**src/rtl/frame_seq_pkg.sv**
```systemverilog
// Shared types and constants for the frame sequence transmitter.
package frame_seq_pkg;

    typedef enum logic [1:0] {
        ST_IDLE = 2'd0,
        ST_SEND = 2'd1,
        ST_GAP  = 2'd2,
        ST_HALT = 2'd3
    } state_t;

    localparam logic [7:0]  MAXAUX          = 8'hFF;
    localparam int unsigned SEG_LIMIT       = 256;
    localparam int          PAYLOAD_LEN_DEF = 64;
    localparam int          IFG_LEN_DEF     = 12;

    // Byte index covers the largest legal payload (1500); gap counter covers IFG_LEN.
    localparam int          IDX_W           = 11;
    localparam int          GAP_W           = 16;

    // A round needs at least one segment, and the receiver cannot track more than SEG_LIMIT.
    function automatic logic [8:0] clamp_seg_max(input logic [15:0] n);
        if (n == 16'd0) begin
            return 9'd1;
        end
        if (n > 16'(SEG_LIMIT)) begin
            return 9'(SEG_LIMIT);
        end
        return n[8:0];
    endfunction

endpackage

```
**src/rtl/frame_seq_byte_mux.sv**
```systemverilog
// Payload byte selection: aux and seg bytes at fixed offsets, index bytes elsewhere.
module frame_seq_byte_mux
    import frame_seq_pkg::*;
#(
    parameter int WHEREIS_AUX = 0
) (
    input  logic [IDX_W-1:0] byte_idx,
    input  logic [7:0]       aux,
    input  logic [15:0]      seg,
    output logic [7:0]       byte_out
);

    localparam logic [IDX_W-1:0] AUX_POS  = IDX_W'(WHEREIS_AUX);
    localparam logic [IDX_W-1:0] SEGL_POS = IDX_W'(WHEREIS_AUX + 1);
    localparam logic [IDX_W-1:0] SEGH_POS = IDX_W'(WHEREIS_AUX + 2);

    always_comb begin
        byte_out = byte_idx[7:0];
        if (byte_idx == AUX_POS) begin
            byte_out = aux;
        end else if (byte_idx == SEGL_POS) begin
            byte_out = seg[7:0];
        end else if (byte_idx == SEGH_POS) begin
            byte_out = seg[15:8];
        end
    end

endmodule

```
**src/rtl/frame_seq_tx.sv**
```systemverilog
// Sequenced frame transmitter: numbered frames (aux round, seg segment) separated by idle gaps.
// Optional macro FRAME_SEQ_TX_DROP_INJECT_EN adds drop_period to skip every Nth frame slot.
module frame_seq_tx
    import frame_seq_pkg::*;
#(
    parameter int WHEREIS_AUX = 0,
    parameter int PAYLOAD_LEN = PAYLOAD_LEN_DEF,
    parameter int IFG_LEN     = IFG_LEN_DEF
) (
    input  logic        clk,
    input  logic        rst,
    input  logic        start,
    input  logic        stop,
    input  logic [15:0] segment_number_max,
`ifdef FRAME_SEQ_TX_DROP_INJECT_EN
    input  logic [7:0]  drop_period,
`endif
    output logic        tx_en,
    output logic [7:0]  tx_data,
    output logic [15:0] seg,
    output logic [7:0]  aux,
    output logic [31:0] frames_sent,
    output logic        busy,
    output logic [1:0]  state
);

    localparam logic [IDX_W-1:0] BYTE_LAST = IDX_W'(PAYLOAD_LEN - 1);
    localparam logic [GAP_W-1:0] GAP_LAST  = GAP_W'(IFG_LEN - 1);

    state_t           state_r;
    logic [1:0]       rst_sync;
    logic             rst_n_int;
    logic [8:0]       seg_max_r;
    logic [IDX_W-1:0] byte_idx;
    logic [GAP_W-1:0] gap_cnt;
    logic             skip_r;
    logic             slot_drop;
    logic [IDX_W-1:0] mux_idx;
    logic [7:0]       mux_aux;
    logic [15:0]      mux_seg;
    logic [7:0]       mux_byte;
    logic [7:0]       seg_last;
    logic             seg_wrap;

    // Assertion is immediate; release reaches the logic only after two clock edges.
    always_ff @(posedge clk or negedge rst) begin
        if (!rst) begin
            rst_sync <= '0;
        end else begin
            rst_sync <= {rst_sync[0], 1'b1};
        end
    end

    assign rst_n_int = rst_sync[1];

    // The mux looks one byte ahead; on start the cleared seg/aux are presented before they load.
    always_comb begin
        mux_idx  = (state_r == ST_SEND) ? byte_idx + IDX_W'(1) : '0;
        mux_aux  = (state_r == ST_IDLE) ? '0 : aux;
        mux_seg  = (state_r == ST_IDLE) ? '0 : seg;
        seg_last = 8'(seg_max_r - 9'd1);
        seg_wrap = (seg == {8'h00, seg_last});
    end

    frame_seq_byte_mux #(
        .WHEREIS_AUX (WHEREIS_AUX)
    ) u_byte_mux (
        .byte_idx (mux_idx),
        .aux      (mux_aux),
        .seg      (mux_seg),
        .byte_out (mux_byte)
    );

`ifdef FRAME_SEQ_TX_DROP_INJECT_EN
    logic [7:0] slot_cnt;
    logic       frame_begin;

    // slot_cnt counts slots started modulo drop_period; the slot that reaches drop_period is dropped.
    always_comb begin
        frame_begin = ((state_r == ST_IDLE) && start && !stop) ||
                      ((state_r == ST_GAP) && !stop && (gap_cnt == GAP_LAST));
        slot_drop   = (drop_period != 8'd0) &&
                      (({1'b0, slot_cnt} + 9'd1) == {1'b0, drop_period});
    end

    always_ff @(posedge clk or negedge rst_n_int) begin
        if (!rst_n_int) begin
            slot_cnt <= '0;
        end else if (state_r == ST_HALT) begin
            slot_cnt <= '0;
        end else if (frame_begin) begin
            slot_cnt <= slot_drop ? 8'd0 : slot_cnt + 8'd1;
        end
    end
`else
    assign slot_drop = 1'b0;
`endif

    always_ff @(posedge clk or negedge rst_n_int) begin
        if (!rst_n_int) begin
            state_r     <= ST_IDLE;
            tx_en       <= 1'b0;
            tx_data     <= '0;
            seg         <= '0;
            aux         <= '0;
            frames_sent <= '0;
            seg_max_r   <= 9'd1;
            byte_idx    <= '0;
            gap_cnt     <= '0;
            skip_r      <= 1'b0;
        end else begin
            case (state_r)
                ST_IDLE: begin
                    if (start && !stop) begin
                        state_r   <= ST_SEND;
                        seg       <= '0;
                        aux       <= '0;
                        seg_max_r <= clamp_seg_max(segment_number_max);
                        byte_idx  <= '0;
                        tx_en     <= !slot_drop;
                        skip_r    <= slot_drop;
                        tx_data   <= mux_byte;
                    end
                end
                ST_SEND: begin
                    if (byte_idx == BYTE_LAST) begin
                        tx_en <= 1'b0;
                        if (!skip_r) begin
                            frames_sent <= frames_sent + 32'd1;
                        end
                        if (stop) begin
                            state_r <= ST_HALT;
                        end else begin
                            // Numbering advances as the gap begins so the next frame sees it from byte 0.
                            state_r <= ST_GAP;
                            gap_cnt <= '0;
                            if (seg_wrap) begin
                                seg <= '0;
                                aux <= (aux == MAXAUX) ? 8'd0 : aux + 8'd1;
                            end else begin
                                seg <= seg + 16'd1;
                            end
                        end
                    end else begin
                        byte_idx <= byte_idx + IDX_W'(1);
                        tx_data  <= mux_byte;
                        tx_en    <= !skip_r;
                    end
                end
                ST_GAP: begin
                    if (stop) begin
                        state_r <= ST_HALT;
                    end else if (gap_cnt == GAP_LAST) begin
                        state_r  <= ST_SEND;
                        byte_idx <= '0;
                        tx_en    <= !slot_drop;
                        skip_r   <= slot_drop;
                        tx_data  <= mux_byte;
                    end else begin
                        gap_cnt <= gap_cnt + GAP_W'(1);
                    end
                end
                ST_HALT: begin
                    state_r <= ST_IDLE;
                end
                default: begin
                    state_r <= ST_IDLE;
                end
            endcase
        end
    end

    assign busy  = (state_r != ST_IDLE);
    assign state = state_r;

endmodule

```
**config.mk**
```make
export PLATFORM = sky130hd
export DESIGN_NAME = frame_seq_tx
export DESIGN_NICKNAME = d
export VERILOG_FILES = /design/src/rtl/frame_seq_pkg.sv /design/src/rtl/frame_seq_byte_mux.sv /design/src/rtl/frame_seq_tx.sv
export SDC_FILE = /design/constraint.sdc
export NUM_CORES = 1
export LEC_CHECK = 0
export ABC_CLOCK_PERIOD_IN_PS = 3800
export CORE_ASPECT_RATIO = 2
export CORE_MARGIN = 2
export CORE_UTILIZATION = 25
export CTS_CLUSTER_SIZE = 12
export DETAILED_ROUTE_END_ITERATION = 16
export MAX_ROUTING_LAYER = met4
export PLACE_DENSITY = 0.4
export SYNTH_ARGS = -nofsm -noshare
export SYNTH_HDL_FRONTEND = slang
export SYNTH_SLANG_ARGS = --single-unit
```
**constraint.sdc**
```tcl
create_clock -name clk -period 3.8 [get_ports clk]
set_input_delay 0.76 -clock clk [delete_from_list [all_inputs] [get_ports clk]]
set_output_delay 0.76 -clock clk [all_outputs]
set_load 0.05 [all_outputs]
```
==> flow_summary.toml <==
[detailed_routing]
routed_via_density = 4.98
drt-total-wl_um = 17500
vias = 4903
route.detailed.drc = 0
drt_iter0_markers = 210
post_drt_wl_per_cell_um = 17.8
drt-pass1-iter-count = 5
antenna_violating_nets_post_route = 0

[floorplan]
ioPinCount = 88
dieArea_um2 = 24200
die-height_um = 218
fp-row-count = 78
die_w_um = 111
fp.coreArea_um2 = 22600
initial_core_util = 0.253

[sta]
timing_hold_violations_final = 0
timing.final.max_slew_violations = 0
maxSlewHeadroom = 0.560
period_minus_slack_ns = 3.12
finalWorstSetupSlack_ns = 0.682
min_period_over_period = 0.821
rsz_0062_raised_after_global_routing = "false"
maxClockFrequency_ghz = 0.321
fin_tns_setup_ns = 0
max_slew.worst_pin.slew_ns = 0.660
whs_ns = 0.248
timing.final.setup_violations = 0
skew_ns = 0.0131

[cells_and_area]
storage_element_area_um2 = 2610
insertedDiodeCount = 0
fin_nets = 725
multiInputGateArea_um2 = 3000
finalInstanceArea_um2 = 7300
nFillCells = 2421
layout-drive-gt1-share = 0.0767
layout_overhead_on_the_synthesized_area_pct = 27.4

[clock_network]
clock_tree.buffer_depth = 2
tritoncts_num_sinks = 104
worst_setup_hold_path_clk_slew_ns = 0.08
worst_skew_pair.late_latency_ns = 0.37
holdBufCountCts = 0
clock_tree_from_tritoncts = "yes"
cts-buffers-inserted = 9
htree_levels = 3
post-cts-setup-buffer-count = 0
postCtsResizedCells = 0
cts_root_buf = "clkbuf_16"

[synthesis]
syn-num-nets = 633
netlist.top_cell.by_area = "dfrtp_1"
synthesis.instances = 607
mappedNetlistArea_um2 = 5730
netlist_cell_types = 66
synth.top_cell.area_share = 0.450
synth_flop_cell = "dfrtp_1"
yosysSeqAreaShare = 0.454
syn_avg_cell_area_um2 = 9.44
number_of_synthesized_flops_with_an_enable_pin = 0
yosys_warnings = 0
synth.most_common_cell = "dfrtp_1"
synth_seq_cells = 104
asr_flop_ratio_synth = 1.00
netlist_top_cells_count = "103 x dfrtp_1, 71 x nand2_1, 60 x nor2_1"
synth_area_leaders = "dfrtp_1 45%, xnor2_1 5.8%, nand2_1 4.6%, xor2_1 4.3%, nor2_1 3.9%"

[worst_setup_path]
worst_ep_required_time_ns = 3.04
crit_fanout = 17
timing.critical_path.to_type = "output pin"
worstPathBufferInverterCount = 2
worst_ep_arrival_ns = 2.36
worst_path_class_setup = "reg2out"
max_incr_delay_on_cp_ns = 0.84
crit_path_top_delay_cell = "clkdlybuf4s50_1"
critPathTopFamily = "buffers and inverters"
timing.critical_path.cells = "nor2_1, inv_1, clkdlybuf4s50_1"
critical_path.startpoint_type = "flop"

[min_path]
hold_class = "reg2async"

[grt]
grt_use_total = 0.152
globalRoute.totalOverflow = 0
via_count_of_the_first_global_routing_pass = 5132
pin_count_of_the_biggest_net_entering_global_routing = 43
wire_length_of_the_first_global_routing_pass_um = 28200
antenna_violations_before_repair = 0

[pwr]
vdd_ir_drop_max_mv = 0.266
pwr_density_cell_nw_per_um2 = 515
total_leakage_power_nw = 3.02

[placement]
postPlaceCellArea_um2 = 6970
gp_congestion = 0.830
dp_worst_setup_slack_ns = 0.708
detailedPlacementHpwl_um = 13200
io_buffer_count = 87

[job]
cap_viol_max_count = 0

[run_status]
run_status = "finished clean"
==> power by group <==
group / internal (mW) / switching (mW)
sequential: 1.23 / 0.213
combinational: 0.453 / 0.817
clock: 0.601 / 0.450
total: 2.28 / 1.48
==> final timing paths <==
path	slack [ns]	cells after the start	startpoint	endpoint
setup / recovery	0.68	3	state[0]	busy
hold / removal	0.25	0	rst_sync[1]	gap_cnt[4]
setup reg to reg	1.00	8	byte_idx[1]	tx_data[2]
hold reg to reg	0.25	0	rst_sync[1]	gap_cnt[4]
max in group asynchronous	2.63	1	rst_sync[1]	byte_idx[3]
min in group clk	0.35	0	rst_sync[0]	rst_sync[1]
==> metrics by stage <==
stage	util	instances	power (mW)
6_report	0.323	984	3.76
5_1_grt	0.323	984	3.97
4_1_cts	0.323	984	3.82
3_5_place_dp	0.308	968	2.74
3_3_place_gp	0.308	968	2.73
2_1_floorplan	-	607	2.30
==> registers in the layout, indices dropped and copies added, names as in the netlist <==
register	count
frames_sent	32
gap_cnt	16
seg	16
byte_idx	11
aux	8
seg_max_r	8
tx_data	8
rst_sync	2
state	2
tx_en	1
==> worst register-to-register path: stages, from the launching register on <==
cell	delay [ns]
dfrtp_1	0.43
ha_1	0.51
nand3_1	0.13
nor2_1	0.22
xnor2_1	0.19
nand4_1	0.30
nor4_4	0.59
a32oi_1	0.10
a21oi_1	0.24
==> cell type report <==
class / count / area share
flip-flops and latches: 104 / 0.357
clock inverters: 6 / 0.0123
clock buffers: 10 / 0.0327
repair buffers: 101 / 0.134
well taps: 280 / 0.0480
multi-input cells: 471 / 0.410
inverters: 12 / 0.00617
==> cell families after synthesis <==
logic type               Yosys count  synth area share
AO/OA/AOI/OAI                    112             0.137
XOR/XNOR                          66             0.101
adder cells (fa/ha/maj)            6            0.0131
buffers and inverters             32            0.0231
flip-flops                       104             0.454
multiplexers                       2           0.00349
other                              1          0.000654
AND/OR/NAND/NOR                  284             0.268
==> metal layers <==
layer | share of wire | vias to the layer above | global-route usage | wire, µm
met3 | 0.029 | 16 | 0.0236 | 513
met1 | 0.40 | 2429 | 0.160 | 6930
met5 | 0 | - | - | 0
met2 | 0.56 | 104 | 0.289 | 9730
met4 | 0.017 | 0 | 0.0506 | 304
li1 | - | 2354 | - | -
==> layout by cell type (no fill, tap or decap), types with 3 or more instances in the layout <==
cell / instances
nor4_1: 9
and2_1: 7
buf_4: 14
nor2b_1: 8
xnor2_1: 38
xor2_1: 28
a21o_1: 3
inv_1: 12
dfrtp_1: 102
or4_1: 3
nand2_1: 71
or3_1: 4
a22o_1: 7
a21oi_1: 17
nand2b_1: 13
o211ai_1: 3
and4_1: 3
clkbuf_16: 9
nand2_2: 3
nand3b_1: 5
nor3_1: 11
nor2_1: 60
a211oi_1: 3
ha_1: 6
or3b_2: 3
clkdlybuf4s50_1: 87
o31ai_1: 13
nand3_1: 33
and3_1: 14
o21ai_0: 39
nand4_1: 21
Note: power is estimated with default switching activity, not from simulation.
